`src/rtl/alu_ctrl_decode_stage_pkg.sv`:
```
// Shared ALU-control definitions: operation codes, opcode/funct7 constants and the
// registered entry layout used by the decode stage.
package alu_ctrl_decode_stage_pkg;

  typedef enum logic [4:0] {
    AluAdd    = 5'b00000,
    AluLui    = 5'b00001,
    AluSub    = 5'b00010,
    AluJalr   = 5'b00011,
    AluSltu   = 5'b00100,
    AluXor    = 5'b00101,
    AluOr     = 5'b00110,
    AluAnd    = 5'b00111,
    AluSll    = 5'b01000,
    AluSra    = 5'b01001,
    AluSrl    = 5'b01010,
    AluSlt    = 5'b01100,
    AluBeq    = 5'b01101,
    AluBge    = 5'b01110,
    AluBgeu   = 5'b01111,
    AluBlt    = 5'b10000,
    AluBltu   = 5'b10001,
    AluBne    = 5'b10010,
    AluMul    = 5'b10011,
    AluMulh   = 5'b10100,
    AluMulhsu = 5'b10101,
    AluMulhu  = 5'b10110,
    AluDiv    = 5'b10111,
    AluDivu   = 5'b11000,
    AluRem    = 5'b11001,
    AluRemu   = 5'b11010
  } alu_op_e;

  localparam logic [6:0] OpLui    = 7'b0110111;
  localparam logic [6:0] OpAuipc  = 7'b0010111;
  localparam logic [6:0] OpJal    = 7'b1101111;
  localparam logic [6:0] OpJalr   = 7'b1100111;
  localparam logic [6:0] OpBranch = 7'b1100011;
  localparam logic [6:0] OpLoad   = 7'b0000011;
  localparam logic [6:0] OpStore  = 7'b0100011;
  localparam logic [6:0] OpImm    = 7'b0010011;
  localparam logic [6:0] OpReg    = 7'b0110011;
  localparam logic [6:0] OpFence  = 7'b0001111;
  localparam logic [6:0] OpSystem = 7'b1110011;

  localparam logic [6:0] F7Base   = 7'b0000000;
  localparam logic [6:0] F7Alt    = 7'b0100000;
  localparam logic [6:0] F7Muldiv = 7'b0000001;

  typedef struct packed {
    logic [31:0] inst;
    logic [31:0] pc;
    alu_op_e     alu_op;
    logic        is_branch;
    logic        illegal;
  } entry_t;

  // Control-transfer opcodes: conditional branches, JAL and JALR.
  function automatic logic is_branch_op(logic [6:0] opcode);
    return (opcode == OpBranch) || (opcode == OpJal) || (opcode == OpJalr);
  endfunction

endpackage

```
`src/rtl/alu_ctrl_decode_stage_if.sv`:
```
// Upstream/downstream handshake bundle of the ALU-control decode stage.
interface alu_ctrl_decode_stage_if #(
  parameter int unsigned CTRL_W = 5
);
  logic              in_valid;
  logic              in_ready;
  logic [31:0]       in_inst;
  logic [31:0]       in_pc;
  logic              out_valid;
  logic              out_ready;
  logic [31:0]       out_inst;
  logic [31:0]       out_pc;
  logic [CTRL_W-1:0] out_alu_ctrl;
  logic              out_is_branch;
  logic              out_illegal;

  // Driven by the environment around the stage (IFU side and EXU ready).
  modport master (
    output in_valid, in_inst, in_pc, out_ready,
    input  in_ready, out_valid, out_inst, out_pc, out_alu_ctrl, out_is_branch, out_illegal
  );

  // Seen from the decode stage itself.
  modport slave (
    input  in_valid, in_inst, in_pc, out_ready,
    output in_ready, out_valid, out_inst, out_pc, out_alu_ctrl, out_is_branch, out_illegal
  );
endinterface

```
`src/rtl/alu_ctrl_decode_stage_decode.sv`:
```
// Pure combinational RV32I(+M) decoder: instruction word -> ALU code, branch and illegal flags.
module alu_ctrl_decode_stage_decode
  import alu_ctrl_decode_stage_pkg::*;
#(
  parameter bit EN_M = 1'b0
) (
  input  logic [31:0] inst,
  output alu_op_e     alu_op,
  output logic        is_branch,
  output logic        illegal
);

  logic [6:0] opcode;
  logic [2:0] funct3;
  logic [6:0] funct7;
  alu_op_e    op;
  logic       bad;

  assign opcode = inst[6:0];
  assign funct3 = inst[14:12];
  assign funct7 = inst[31:25];

  // Opcode/funct decode; illegal encodings force the code back to ADD (all zero).
  always_comb begin
    op  = AluAdd;
    bad = 1'b0;
    case (opcode)
      OpLui:                             op = AluLui;
      OpAuipc, OpJal, OpFence, OpSystem: op = AluAdd;
      OpJalr:                            op = AluJalr;
      OpBranch: begin
        case (funct3)
          3'b000:  op = AluBeq;
          3'b001:  op = AluBne;
          3'b100:  op = AluBlt;
          3'b101:  op = AluBge;
          3'b110:  op = AluBltu;
          3'b111:  op = AluBgeu;
          default: bad = 1'b1;
        endcase
      end
      OpLoad:  bad = (funct3 == 3'b011) || (funct3 == 3'b110) || (funct3 == 3'b111);
      OpStore: bad = (funct3 > 3'b010);
      OpImm: begin
        case (funct3)
          3'b000: op = AluAdd;
          3'b010: op = AluSlt;
          3'b011: op = AluSltu;
          3'b100: op = AluXor;
          3'b110: op = AluOr;
          3'b111: op = AluAnd;
          3'b001: begin
            op  = AluSll;
            bad = (funct7 != F7Base);
          end
          default: begin
            if (funct7 == F7Base)     op = AluSrl;
            else if (funct7 == F7Alt) op = AluSra;
            else                      bad = 1'b1;
          end
        endcase
      end
      OpReg: begin
        if (funct7 == F7Base) begin
          case (funct3)
            3'b000:  op = AluAdd;
            3'b001:  op = AluSll;
            3'b010:  op = AluSlt;
            3'b011:  op = AluSltu;
            3'b100:  op = AluXor;
            3'b101:  op = AluSrl;
            3'b110:  op = AluOr;
            default: op = AluAnd;
          endcase
        end else if (funct7 == F7Alt) begin
          case (funct3)
            3'b000:  op = AluSub;
            3'b101:  op = AluSra;
            default: bad = 1'b1;
          endcase
        end else if ((funct7 == F7Muldiv) && EN_M) begin
          case (funct3)
            3'b000:  op = AluMul;
            3'b001:  op = AluMulh;
            3'b010:  op = AluMulhsu;
            3'b011:  op = AluMulhu;
            3'b100:  op = AluDiv;
            3'b101:  op = AluDivu;
            3'b110:  op = AluRem;
            default: op = AluRemu;
          endcase
        end else begin
          bad = 1'b1;
        end
      end
      default: bad = 1'b1;
    endcase
  end

  assign alu_op    = bad ? AluAdd : op;
  assign illegal   = bad;
  assign is_branch = is_branch_op(opcode);

endmodule

```
`src/rtl/alu_ctrl_decode_stage.sv`:
```
// Registered ALU-control decode stage between IFU and EXU with valid/ready handshake,
// optional two-entry skid buffer and branch-redirect flush.
module alu_ctrl_decode_stage
  import alu_ctrl_decode_stage_pkg::*;
#(
  parameter int unsigned CTRL_W = 5,
  parameter bit          EN_M   = 1'b0,
  parameter bit          SKID   = 1'b1
) (
  input  logic                   clk,
  input  logic                   rst,
  input  logic                   flush,
  alu_ctrl_decode_stage_if.slave bus
);

  alu_op_e dec_op;
  logic    dec_branch;
  logic    dec_illegal;
  entry_t  in_entry;
  entry_t  main_q, main_d, skid_q, skid_d;
  logic    main_valid_q, main_valid_d, skid_valid_q, skid_valid_d;
  logic    ready;
  logic    accept;
  logic    drain;

  alu_ctrl_decode_stage_decode #(
    .EN_M (EN_M)
  ) u_decode (
    .inst      (bus.in_inst),
    .alu_op    (dec_op),
    .is_branch (dec_branch),
    .illegal   (dec_illegal)
  );

  // Assemble the decoded entry that may be captured this cycle.
  always_comb begin
    in_entry           = '0;
    in_entry.inst      = bus.in_inst;
    in_entry.pc        = bus.in_pc;
    in_entry.alu_op    = dec_op;
    in_entry.is_branch = dec_branch;
    in_entry.illegal   = dec_illegal;
  end

  // Ready depends only on held state and reset, never on flush.
  assign ready  = SKID ? (!skid_valid_q && !rst) : ((!main_valid_q || bus.out_ready) && !rst);
  assign accept = bus.in_valid && ready && !flush;
  assign drain  = main_valid_q && bus.out_ready;

  // Next-state of main/skid registers: skid refills main first, main stays put while stalled.
  always_comb begin
    main_d       = main_q;
    skid_d       = skid_q;
    main_valid_d = main_valid_q;
    skid_valid_d = skid_valid_q;
    if (flush) begin
      main_valid_d = 1'b0;
      skid_valid_d = 1'b0;
    end else if (!main_valid_q || drain) begin
      if (skid_valid_q) begin
        main_d       = skid_q;
        main_valid_d = 1'b1;
        skid_valid_d = 1'b0;
      end else if (accept) begin
        main_d       = in_entry;
        main_valid_d = 1'b1;
      end else begin
        main_valid_d = 1'b0;
      end
    end else if (accept && SKID) begin
      skid_d       = in_entry;
      skid_valid_d = 1'b1;
    end
  end

  // State registers with synchronous reset clearing both valids and all data.
  always_ff @(posedge clk) begin
    if (rst) begin
      main_q       <= '0;
      skid_q       <= '0;
      main_valid_q <= 1'b0;
      skid_valid_q <= 1'b0;
    end else begin
      main_q       <= main_d;
      skid_q       <= skid_d;
      main_valid_q <= main_valid_d;
      skid_valid_q <= skid_valid_d;
    end
  end

  assign bus.in_ready      = ready;
  assign bus.out_valid     = main_valid_q;
  assign bus.out_inst      = main_q.inst;
  assign bus.out_pc        = main_q.pc;
  assign bus.out_alu_ctrl  = CTRL_W'(main_q.alu_op);
  assign bus.out_is_branch = main_q.is_branch;
  assign bus.out_illegal   = main_q.illegal;

endmodule

```
`src/flat_wrapper.sv`:
```
// flat-port wrapper written by rule: the top's interface ports become plain ports
module alu_ctrl_decode_stage_flat import alu_ctrl_decode_stage_pkg::*;
#(
  parameter int unsigned CTRL_W = 5,
  parameter bit          EN_M   = 1'b0,
  parameter bit          SKID   = 1'b1
)
  (clk, rst, flush, bus_in_valid, bus_in_inst, bus_in_pc, bus_out_ready, bus_in_ready, bus_out_valid, bus_out_inst, bus_out_pc, bus_out_alu_ctrl, bus_out_is_branch, bus_out_illegal);
  alu_ctrl_decode_stage_if #(.CTRL_W(CTRL_W)) bus_i ();
  input  logic clk;
  input  logic rst;
  input  logic flush;
  input wire logic [$bits(bus_i.in_valid)-1:0] bus_in_valid;
  input wire logic [$bits(bus_i.in_inst)-1:0] bus_in_inst;
  input wire logic [$bits(bus_i.in_pc)-1:0] bus_in_pc;
  input wire logic [$bits(bus_i.out_ready)-1:0] bus_out_ready;
  output wire logic [$bits(bus_i.in_ready)-1:0] bus_in_ready;
  output wire logic [$bits(bus_i.out_valid)-1:0] bus_out_valid;
  output wire logic [$bits(bus_i.out_inst)-1:0] bus_out_inst;
  output wire logic [$bits(bus_i.out_pc)-1:0] bus_out_pc;
  output wire logic [$bits(bus_i.out_alu_ctrl)-1:0] bus_out_alu_ctrl;
  output wire logic [$bits(bus_i.out_is_branch)-1:0] bus_out_is_branch;
  output wire logic [$bits(bus_i.out_illegal)-1:0] bus_out_illegal;
  assign bus_i.in_valid = bus_in_valid;
  assign bus_i.in_inst = bus_in_inst;
  assign bus_i.in_pc = bus_in_pc;
  assign bus_i.out_ready = bus_out_ready;
  assign bus_in_ready = bus_i.in_ready;
  assign bus_out_valid = bus_i.out_valid;
  assign bus_out_inst = bus_i.out_inst;
  assign bus_out_pc = bus_i.out_pc;
  assign bus_out_alu_ctrl = bus_i.out_alu_ctrl;
  assign bus_out_is_branch = bus_i.out_is_branch;
  assign bus_out_illegal = bus_i.out_illegal;
  alu_ctrl_decode_stage #(.CTRL_W(CTRL_W), .EN_M(EN_M), .SKID(SKID)) u_core (.clk(clk), .rst(rst), .flush(flush), .bus(bus_i));
endmodule
```
`config.mk`:
```
export PLATFORM = sky130hd
export DESIGN_NAME = alu_ctrl_decode_stage_flat
export DESIGN_NICKNAME = d
export VERILOG_FILES = /design/src/rtl/alu_ctrl_decode_stage_pkg.sv /design/src/rtl/alu_ctrl_decode_stage_if.sv /design/src/rtl/alu_ctrl_decode_stage_decode.sv /design/src/rtl/alu_ctrl_decode_stage.sv /design/src/flat_wrapper.sv
export SDC_FILE = /design/constraint.sdc
export NUM_CORES = 1
export LEC_CHECK = 0
export CORE_MARGIN = 2
export CORE_UTILIZATION = 50
export CTS_BUF_LIST = sky130_fd_sc_hd__clkbuf_8
export CTS_CLUSTER_DIAMETER = 50
export DETAILED_ROUTE_END_ITERATION = 7
export HOLD_SLACK_MARGIN = 0.02
export PLACE_DENSITY = 0.88
export SLEW_MARGIN = 20
export SYNTH_ARGS = -nofsm -noshare
export SYNTH_HDL_FRONTEND = slang
export SYNTH_HIERARCHICAL = 1
export SYNTH_SLANG_ARGS = --single-unit
```
`constraint.sdc`:
```
create_clock -name clk -period 2.2 [get_ports clk]
set_clock_uncertainty 0.15 [all_clocks]
set_input_delay 0.44 -clock clk [delete_from_list [all_inputs] [get_ports clk]]
set_output_delay 0.44 -clock clk [all_outputs]
set_load 0.02 [all_outputs]
```
==> key figures, run 1 <==
Layout
  • Number of fill cells: around 1100
  • Most common cell after layout, fill and taps aside: dfxtp_1
  • Nets: a little over 1000
  • Antenna diodes: 0
  • Synthesis-to-finish area growth: 32.13%
  • Final standard cell utilization of the core: 67.87%
  • Commonest cells after routing, fill and taps aside: dfxtp_1 (143), clkdlybuf4s50_1 (134), nor2_1 (81)
  • Layout cells sized above 1: 13.58%

Worst setup path
  • Startpoint Class: input pin
  • Worst path cell trace: clkdlybuf4s50_1 > buf_4 > nand3b_1 > o211ai_1 > a31o_1 > nand3_1 > a21oi_2 > mux2i_1 > nor2_1 > mux2_1
  • Worst EP arrival: ~2.3 ns
  • Origin of the critical flop-to-flop path: u_core/skid_valid_q$_SDFFE_PP0P_
  • R2R cell count: 5
  • Setup slack of the worst register-to-register path: around 0.29 ns
  • Launching instance or port of the critical path: bus_in_inst[12]
  • Max stage delay cell, worst path: clkdlybuf4s50_1
  • Stage delay of the slowest cell on the critical path: 0.52 ns
  • Worst setup path class: input pin to register
  • End of the critical path: u_core/bus.out_alu_ctrl[3]$_SDFFE_PP0P_
  • R2R Path End: u_core/skid_q[61]$_SDFFE_PP0P_
  • Required @ worst endpoint: around 2.4 ns
  • Type of element capturing the critical path: register
  • Largest fanout on the critical path: 8

Floorplanning
  • Die X: roughly 120 microns
  • Core area: between 10000 and 15000 sq um
  • Die H: 123.4 microns
  • Number of placement rows: 43
  • Die area: between 15000 and 20000 sq um
  • Initial Utilization: around 50%
  • Total I/O pin count: 142

Yosys
  • Netlist Area Pre-Place: approximately 7100 sq um
  • Count of flip-flops with a built-in enable after synthesis: 0
  • Syn Area/Cell: ~8.9 sq um
  • Warnings from Yosys: 6
  • Leading register cell type out of synthesis: dfxtp_1
  • Fraction of registers with async set or reset after synthesis: 0%
  • Largest area contributor in the synthesized netlist: dfxtp_1
  • Number of synthesized register bits: 144
  • Portion of the post-synthesis area used by sequential elements: about two fifths
  • Largest cells by area after synthesis: dfxtp_1 (40%), mux2i_1 (10%), mux2_1 (7.6%), nor2b_1 (6.6%), nand3_1 (5.5%)
  • Count of cell types in the netlist: 48
  • Gate count of the mapped netlist: approximately 800
  • Area share of the largest cell type after synthesis: about two fifths
  • Mapped Nets: about 870

Status
  • Result of the run: complete, no violations

Hold path
  • Class of the tightest hold or removal check: input pin to register

STA
  • Max Slew Vio Count: 0
  • Final setup vio count: 0
  • Time the final worst path needs with I/O delays and setup: 2.126 ns
  • Fin. Hold Viols: 0
  • Final hold slack: between 0.07 and 0.08 ns
  • Share of the cycle needed by the critical path after routing: approximately 97%
  • F_max: approximately 470 MHz
  • Relative slew margins: between 50 and 60%
  • Setup repair after global routing missed its margin: false
  • Worst-margin pin slew: between 0.6 and 0.7 ns
  • Sum of negative setup slack: 0 ns

Clock tree
  • Clock transition at the register clock pins on the worst setup and hold paths after CTS: around 0.08 ns
  • CTS HTree Levels: 4
  • Maximum clock insertion buffer count: 2
  • Clock root buffer: clkbuf_8
  • Worst skew pair latency: roughly 0.45 ns
  • Number of clock buffers inserted by TritonCTS: 17
  • Post-CTS setup buffers: 0
  • CTS tree: built
  • Total clock sinks: around 140

Route
  • Antenna viol nets, final: 0
  • Detailed-route vias per instance: ~5.5
  • Violation count after the first detailed-route iteration: 535
  • Routed wirelength normalized by instance count: between 15 and 20 microns
  • Via count: roughly 6200
  • Detailed Route WL: ~18000 microns
  • Number of DRC violations after detailed routing: 0
  • Pre-antenna DRT Iters: 5

Power and ir drop
  • Peak supply drop: 469.4 uV
  • Power density over the cells: ~600 nW/um^2
  • Static leakage power: 3.465 nW

GRT
  • Total congestion overflow after global routing: 0
  • All-layer global routing usage: a little under a quarter
  • Number of global-route vias before repair: a little under 6000
  • Pin count of the biggest net entering global routing: ~150
  • Initial antenna violation count: 0
  • Wire length of the first global-routing pass: between 20000 and 30000 microns

Place
  • Final Wtd Congestion: approximately 0.92
  • Number of buffers added on ports: ~140
  • Post-detail-place hpwl: ~12000 microns

Flow run
  • Number of violations of the max-capacitance limit: 0
-- worst min-delay path by stage --
stage	startpoint	endpoint	depth (start not counted)
after floorplan	u_core/skid_q[10]$_SDFFE_PP0P_	u_core/skid_q[10]$_SDFFE_PP0P_	2
after global placement	u_core/skid_q[66]$_SDFFE_PP0P_	u_core/skid_q[66]$_SDFFE_PP0P_	2
after detailed placement	u_core/skid_q[6]$_SDFFE_PP0P_	u_core/skid_q[6]$_SDFFE_PP0P_	2
after CTS	rst	u_core/bus.out_valid$_SDFFE_PP0P_	2
after global routing	rst	u_core/bus.out_valid$_SDFFE_PP0P_	2
final	rst	u_core/bus.out_valid$_SDFFE_PP0P_	2
-- critical path, delay by kind of cell --
kind | cells | cell delay [ns]
AOI/OAI and AO/OA | 3 | 0.42
buffers and inverters | 2 | 0.75
and+or+nand+nor | 3 | 0.28
muxes | 2 | 0.43
-- power by group --
part | switching, W | internal, W
clock network | 0.00108 | 0.00129
registers | 0.0000234 | 0.00265
logic | 0.000375 | 0.000368
-- cells by family (layout without fill, tap and decap cells) --
logic type | count (synthesis) | after routing | synth area share, %
DFF | 144 | 144 | 40.43
AOI/OAI and AO/OA | 166 | 166 | 12.62
buffers and inverters | 78 | 231 | 5.808
and+or+nand+nor | 264 | 264 | 19.48
muxes | 144 | 144 | 21.55
xor gates and xnor gates | 1 | 1 | 0.1229
-- layer usage --
metal,vias up,global-route usage [%],routed length [microns]
li1,3070,-,-
met1,2975,28.99,7776
met2,170,40.56,8902
met3,27,5.766,914
met4,0,6.960,291
met5,-,0,0
-- stage by stage --
| step | total power, W | area (sq um) | cells | worst slack (ns) |
|---|---|---|---|---|
| after floorplan | 0.003101 | 7131 | 797 | 0.1595 |
| after global placement | 0.003461 | 8939 | 1098 | -0.4137 |
| after detailed placement | 0.003475 | 8939 | 1098 | -0.4547 |
| after CTS | 0.005846 | 9389 | 1130 | 0.03730 |
| after global routing | 0.006001 | 9422 | 1130 | 0.003703 |
| final | 0.005785 | 9422 | 1130 | 0.07352 |
-- Yosys cell counts, types with 2 or more instances --
cell	instances
a21oi_1	76
buf_1	7
buf_2	34
buf_6	10
clkbuf_1	22
dfxtp_1	144
inv_1	4
mux2_1	48
mux2_2	24
mux2i_1	71
nand2_1	5
nand2b_1	4
nand3_1	79
nand3b_1	3
nor2_1	81
nor2b_1	75
nor3_1	3
o211ai_1	3
o211ai_2	2
o21ai_0	2
o21ai_1	71
or2b_1	2
or4b_1	2
-- sequential cells by signal (all words and copies together) (netlist names) --
signal                    count
u_core/bus.out_is_branch      1
u_core/bus.out_illegal        1
u_core/skid_valid_q           1
u_core/bus.out_inst          32
u_core/skid_q                71
u_core/bus.out_valid          1
u_core/bus.out_alu_ctrl       5
u_core/bus.out_pc            32
-- repair_timing --
action / 4_1_cts / 5_1_grt
resized for setup: 1 / 10
hold buffers: 0 / 0
endpoints found under the setup margin: 1 / 5
pin swaps: 0 / 0
-- layout make-up --
type	instances	area, sq um	area share [%]
Clock buffer	18	247.7	2.629
Sequential cell	144	2887	30.64
Inverter	4	15.01	0.1594
Multi-Input combinational cell	575	3876	41.14
Timing Repair Buffer	195	1967	20.88
Clock inverter	14	203.9	2.165
Tap cell	180	225.2	2.390
No activity file was read; power rests on OpenSTA's default activity.
==> run 2, diff against run 1 <==
--- a/config.mk
+++ b/config.mk
@@ -10,10 +10,10 @@
 export CTS_BUF_LIST = sky130_fd_sc_hd__clkbuf_8
 export CTS_CLUSTER_DIAMETER = 50
 export DETAILED_ROUTE_END_ITERATION = 7
+export GPL_TIMING_DRIVEN = 1
 export HOLD_SLACK_MARGIN = 0.02
-export PLACE_DENSITY = 0.88
+export PLACE_DENSITY = 0.9
 export SLEW_MARGIN = 20
 export SYNTH_ARGS = -nofsm -noshare
 export SYNTH_HDL_FRONTEND = slang
-export SYNTH_HIERARCHICAL = 1
 export SYNTH_SLANG_ARGS = --single-unit
==> run 2 against run 1 <==
Cell count is 8.4% lower. First-iteration DRC count decreased by 40%. Highest routed layer unchanged. Routed wire length is 16% lower. Maximum frequency fell by 0.50%. Largest power group unchanged. Critical endpoint is now u_core.bus.out_alu_ctrl[1]$_SDFFE_PP0P_. Global-route usage shrank 0.16 points.
==> key figures, run 2 <==
GRT
  • Number of global-route vias before repair: 5340 (-8.9%)
  • Initial antenna violation count: 0 (unchanged)
  • All-layer global routing usage: 23.36% (-0.16 points)
  • Pin count of the biggest net entering global routing: 98 (-33%)
  • Wire length of the first global-routing pass: 24870 microns (-12%)
  • Total congestion overflow after global routing: 0 (unchanged)

Clock tree
  • Clock transition at the register clock pins on the worst setup and hold paths after CTS: 0.07 ns (about the same)
  • Maximum clock insertion buffer count: 2 (unchanged)
  • Post-CTS setup buffers: 0 (unchanged)
  • Clock root buffer: clkbuf_8
  • CTS tree: built
  • Number of clock buffers inserted by TritonCTS: 17 (unchanged)
  • CTS HTree Levels: 4 (unchanged)
  • Worst skew pair latency: 0.43 ns (-0.02 ns)
  • Number of hold-repair buffers added at the cts stage: 0 (unchanged)
  • Total clock sinks: 144 (unchanged)

Yosys
  • Gate count of the mapped netlist: 717 (-10%)
  • Count of cell types in the netlist: 55 (+15%)
  • Leading register cell type out of synthesis: dfxtp_1
  • Fraction of registers with async set or reset after synthesis: 0% (unchanged)
  • Warnings from Yosys: 0 (-6)
  • Number of synthesized register bits: 144 (unchanged)
  • Largest area contributor in the synthesized netlist: dfxtp_1
  • Most used standard cells in the synthesized netlist: dfxtp_1 (144), nand2_1 (138), a21oi_1 (79), nor2_1 (76)
  • Largest cells by area after synthesis: dfxtp_1 (47%), mux2i_1 (11%), nand2_1 (8.4%), a211oi_1 (8.1%), a21oi_1 (6.4%)
  • Portion of the post-synthesis area used by sequential elements: 46.65% (+6.2 points)
  • Area share of the largest cell type after synthesis: 46.65% (+6.2 points)
  • Syn Area/Cell: 8.619 sq um (-3.7%)
  • Netlist Area Pre-Place: 6180 sq um (-13%)
  • Mapped Nets: 786 (-9.2%)
  • Most common cell in the netlist: dfxtp_1
  • Count of flip-flops with a built-in enable after synthesis: 0 (unchanged)

Worst setup path
  • Worst EP arrival: 2.33 ns (about the same)
  • Buffers and inverters on the worst path: 1 (-1)
  • R2R Path End: u_core.bus.out_pc[29]$_SDFFE_PP0P_
  • Setup slack of the worst register-to-register path: 0.16 ns (-0.13 ns)
  • Worst setup path class: input pin to register
  • Type of element capturing the critical path: register
  • Max stage delay cell, worst path: or4_4
  • Required @ worst endpoint: 2.39 ns (about the same)
  • Stage delay of the slowest cell on the critical path: 0.60 ns (+0.08 ns)
  • Largest fanout on the critical path: 4 (-4)
  • Startpoint Class: input pin
  • Family with the most delay on the worst path: simple AND/OR/NAND/NOR gates
  • Origin of the critical flop-to-flop path: u_core.skid_valid_q$_SDFFE_PP0P_
  • Worst path cell trace: clkdlybuf4s50_1 > or4_4 > nor4_4 > a31oi_1 > o21a_1 > o311ai_2
  • R2R cell count: 7 (+2)

Place
  • Post-detail-place hpwl: 9936 microns (-14%)
  • Final Wtd Congestion: 1.008 (+9.8%)
  • Number of buffers added on ports: 141 (unchanged)

Layout
  • Area used by multi-input combinational logic: 2988 sq um (-23%)
  • Total area of sequential cells: 2887 sq um (unchanged)
  • Top reg by flops: u_core.skid_q
  • Synthesis-to-finish area growth: 33.65%
  • Antenna diodes: 0 (unchanged)
  • Nets: 923 (-8.3%)
  • Layout cells sized above 1: 10.03% (-3.5 points)
  • Final standard cell utilization of the core: 68.48% (+0.60 points)
  • Commonest cells after routing, fill and taps aside: dfxtp_1 (143), nand2_1 (138), clkdlybuf4s50_1 (136)
  • Largest register FFs: 71 (unchanged)
  • Number of fill cells: 948 (-12%)
  • Most common cell after layout, fill and taps aside: dfxtp_1

Status
  • Result of the run: complete, no violations

Floorplanning
  • Die H: 115.2 microns (-6.7%)
  • Die area: 13260 sq um (-13%)
  • Die X: 115.2 microns (-6.7%)
  • Total I/O pin count: 142 (unchanged)
  • Initial Utilization: 51.23% (-0.14 points)
  • Number of placement rows: 40 (-7.0%)
  • Core area: 12060 sq um (-13%)

Hold path
  • Hold depth: 4 (+2)
  • Class of the tightest hold or removal check: input pin to register
  • End of the worst hold path: u_core.bus.out_alu_ctrl[3]$_SDFFE_PP0P_
  • Hold Startpoint: rst

STA
  • Max Slew Vio Count: 0 (unchanged)
  • Fin. Hold Viols: 0 (unchanged)
  • Sum of negative setup slack: 0 ns (unchanged)
  • Relative slew margins: 34.11% (-26 points)
  • Share of the cycle needed by the critical path after routing: 97.14% (+0.48 points)
  • F_max: 467.9 MHz (-0.50%)
  • Time the final worst path needs with I/O delays and setup: 2.137 ns (+0.01067 ns)
  • Worst-margin pin slew: 0.9884 ns (+0.3859 ns)
  • Final setup vio count: 0 (unchanged)
  • Setup repair after global routing missed its margin: false

Power and ir drop
  • Static leakage power: 2.718 nW (-22%)
  • Peak supply drop: 579.5 uV (+23%)
  • Power density over the cells: 657.8 nW/um^2 (+7.1%)

Flow run
  • Number of violations of the max-capacitance limit: 0 (unchanged)

Route
  • Number of DRC violations after detailed routing: 0 (unchanged)
  • Routed wirelength normalized by instance count: 14.48 microns (-8.5%)
  • Via count: 5573 (-11%)
  • Violation count after the first detailed-route iteration: 323 (-40%)
  • Detailed Route WL: 14990 microns (-16%)
  • Pre-antenna DRT Iters: 5 (unchanged)
  • Detailed-route vias per instance: 5.385 (-2.5%)
  • Antenna viol nets, final: 0 (unchanged)
## run 2: power by group
group | switching (W) | internal [W]
registers | 0.0000388 | 0.00268
logic | 0.000363 | 0.000362
clock network | 0.000923 | 0.00107
total | 0.00133 | 0.00411
## run 2: worst max path at each step
stage	cells past startpoint	slack, ns	endpoint	from
2_1_floorplan	5	0.26	u_core.bus.out_alu_ctrl[1]$_SDFFE_PP0P_	bus_in_inst[25]
3_3_place_gp	8	-0.42	u_core.bus.out_alu_ctrl[1]$_SDFFE_PP0P_	bus_in_inst[25]
3_5_place_dp	8	-0.48	u_core.bus.out_alu_ctrl[1]$_SDFFE_PP0P_	bus_in_inst[25]
4_1_cts	8	0.0003	u_core.bus.out_alu_ctrl[2]$_SDFFE_PP0P_	bus_in_inst[25]
5_1_grt	7	0.04	u_core.bus.out_alu_ctrl[3]$_SDFFE_PP0P_	bus_in_inst[25]
6_report	6	0.06	u_core.bus.out_alu_ctrl[1]$_SDFFE_PP0P_	bus_in_inst[25]
## run 2: layer usage
metal / vias to the layer above / GRT usage, % / part of all wire (%)
met4: 0 / 8.996 / 1.8
met2: 179 / 37.41 / 46
met1: 2600 / 28.79 / 45
li1: 2770 / - / -
met3: 24 / 8.540 / 7.4
met5: - / 0 / 0
## run 2: worst reg2reg max path, delay by kind of cell, from the launching register on
family,cells,cell delay (ns)
buffers and inverters,3,0.68
AO/OA/AOI/OAI,2,0.43
flip-flops,1,0.35
AND/OR/NAND/NOR,2,0.30
## run 2: kinds of logic after synthesis
| family | after synthesis | share of synthesized area [%] |
|---|---|---|
| compound gates | 180 | 18.97 |
| buf+inv | 67 | 5.224 |
| flops | 144 | 46.65 |
| mux | 68 | 11.03 |
| simple gates | 258 | 18.12 |
## run 2: timing repair
| item | in CTS | in global routing |
|---|---|---|
| setup endpoints to repair | 1 | 8 |
| pin swaps | 0 | 0 |
| resized for setup | 1 | 5 |
## run 2: per-stage QoR
| step | hold slack [ns] | setup WS (ns) | power (W) | cell area (sq um) | cells |
|---|---|---|---|---|---|
| final | 0.1984 | 0.06285 | 0.005433 | 8259 | 1035 |
| after global routing | 0.1886 | 0.03852 | 0.005662 | 8259 | 1035 |
| after CTS | 0.1692 | 0.0003471 | 0.005476 | 8245 | 1035 |
| after detailed placement | 0.2961 | -0.4826 | 0.003501 | 7869 | 1003 |
| after global placement | 0.2908 | -0.4195 | 0.003488 | 7869 | 1003 |
| after floorplan | 0.2860 | 0.2574 | 0.003126 | 6180 | 717 |
## run 2: cell type report
class	instances	area share [%]
multi-input combinational	506	36.18
sequential	144	34.95
clock buffer	20	3.333
tap	168	2.545
timing repair buffer	182	21.62
inverter	3	0.1363
clock inverter	12	1.242
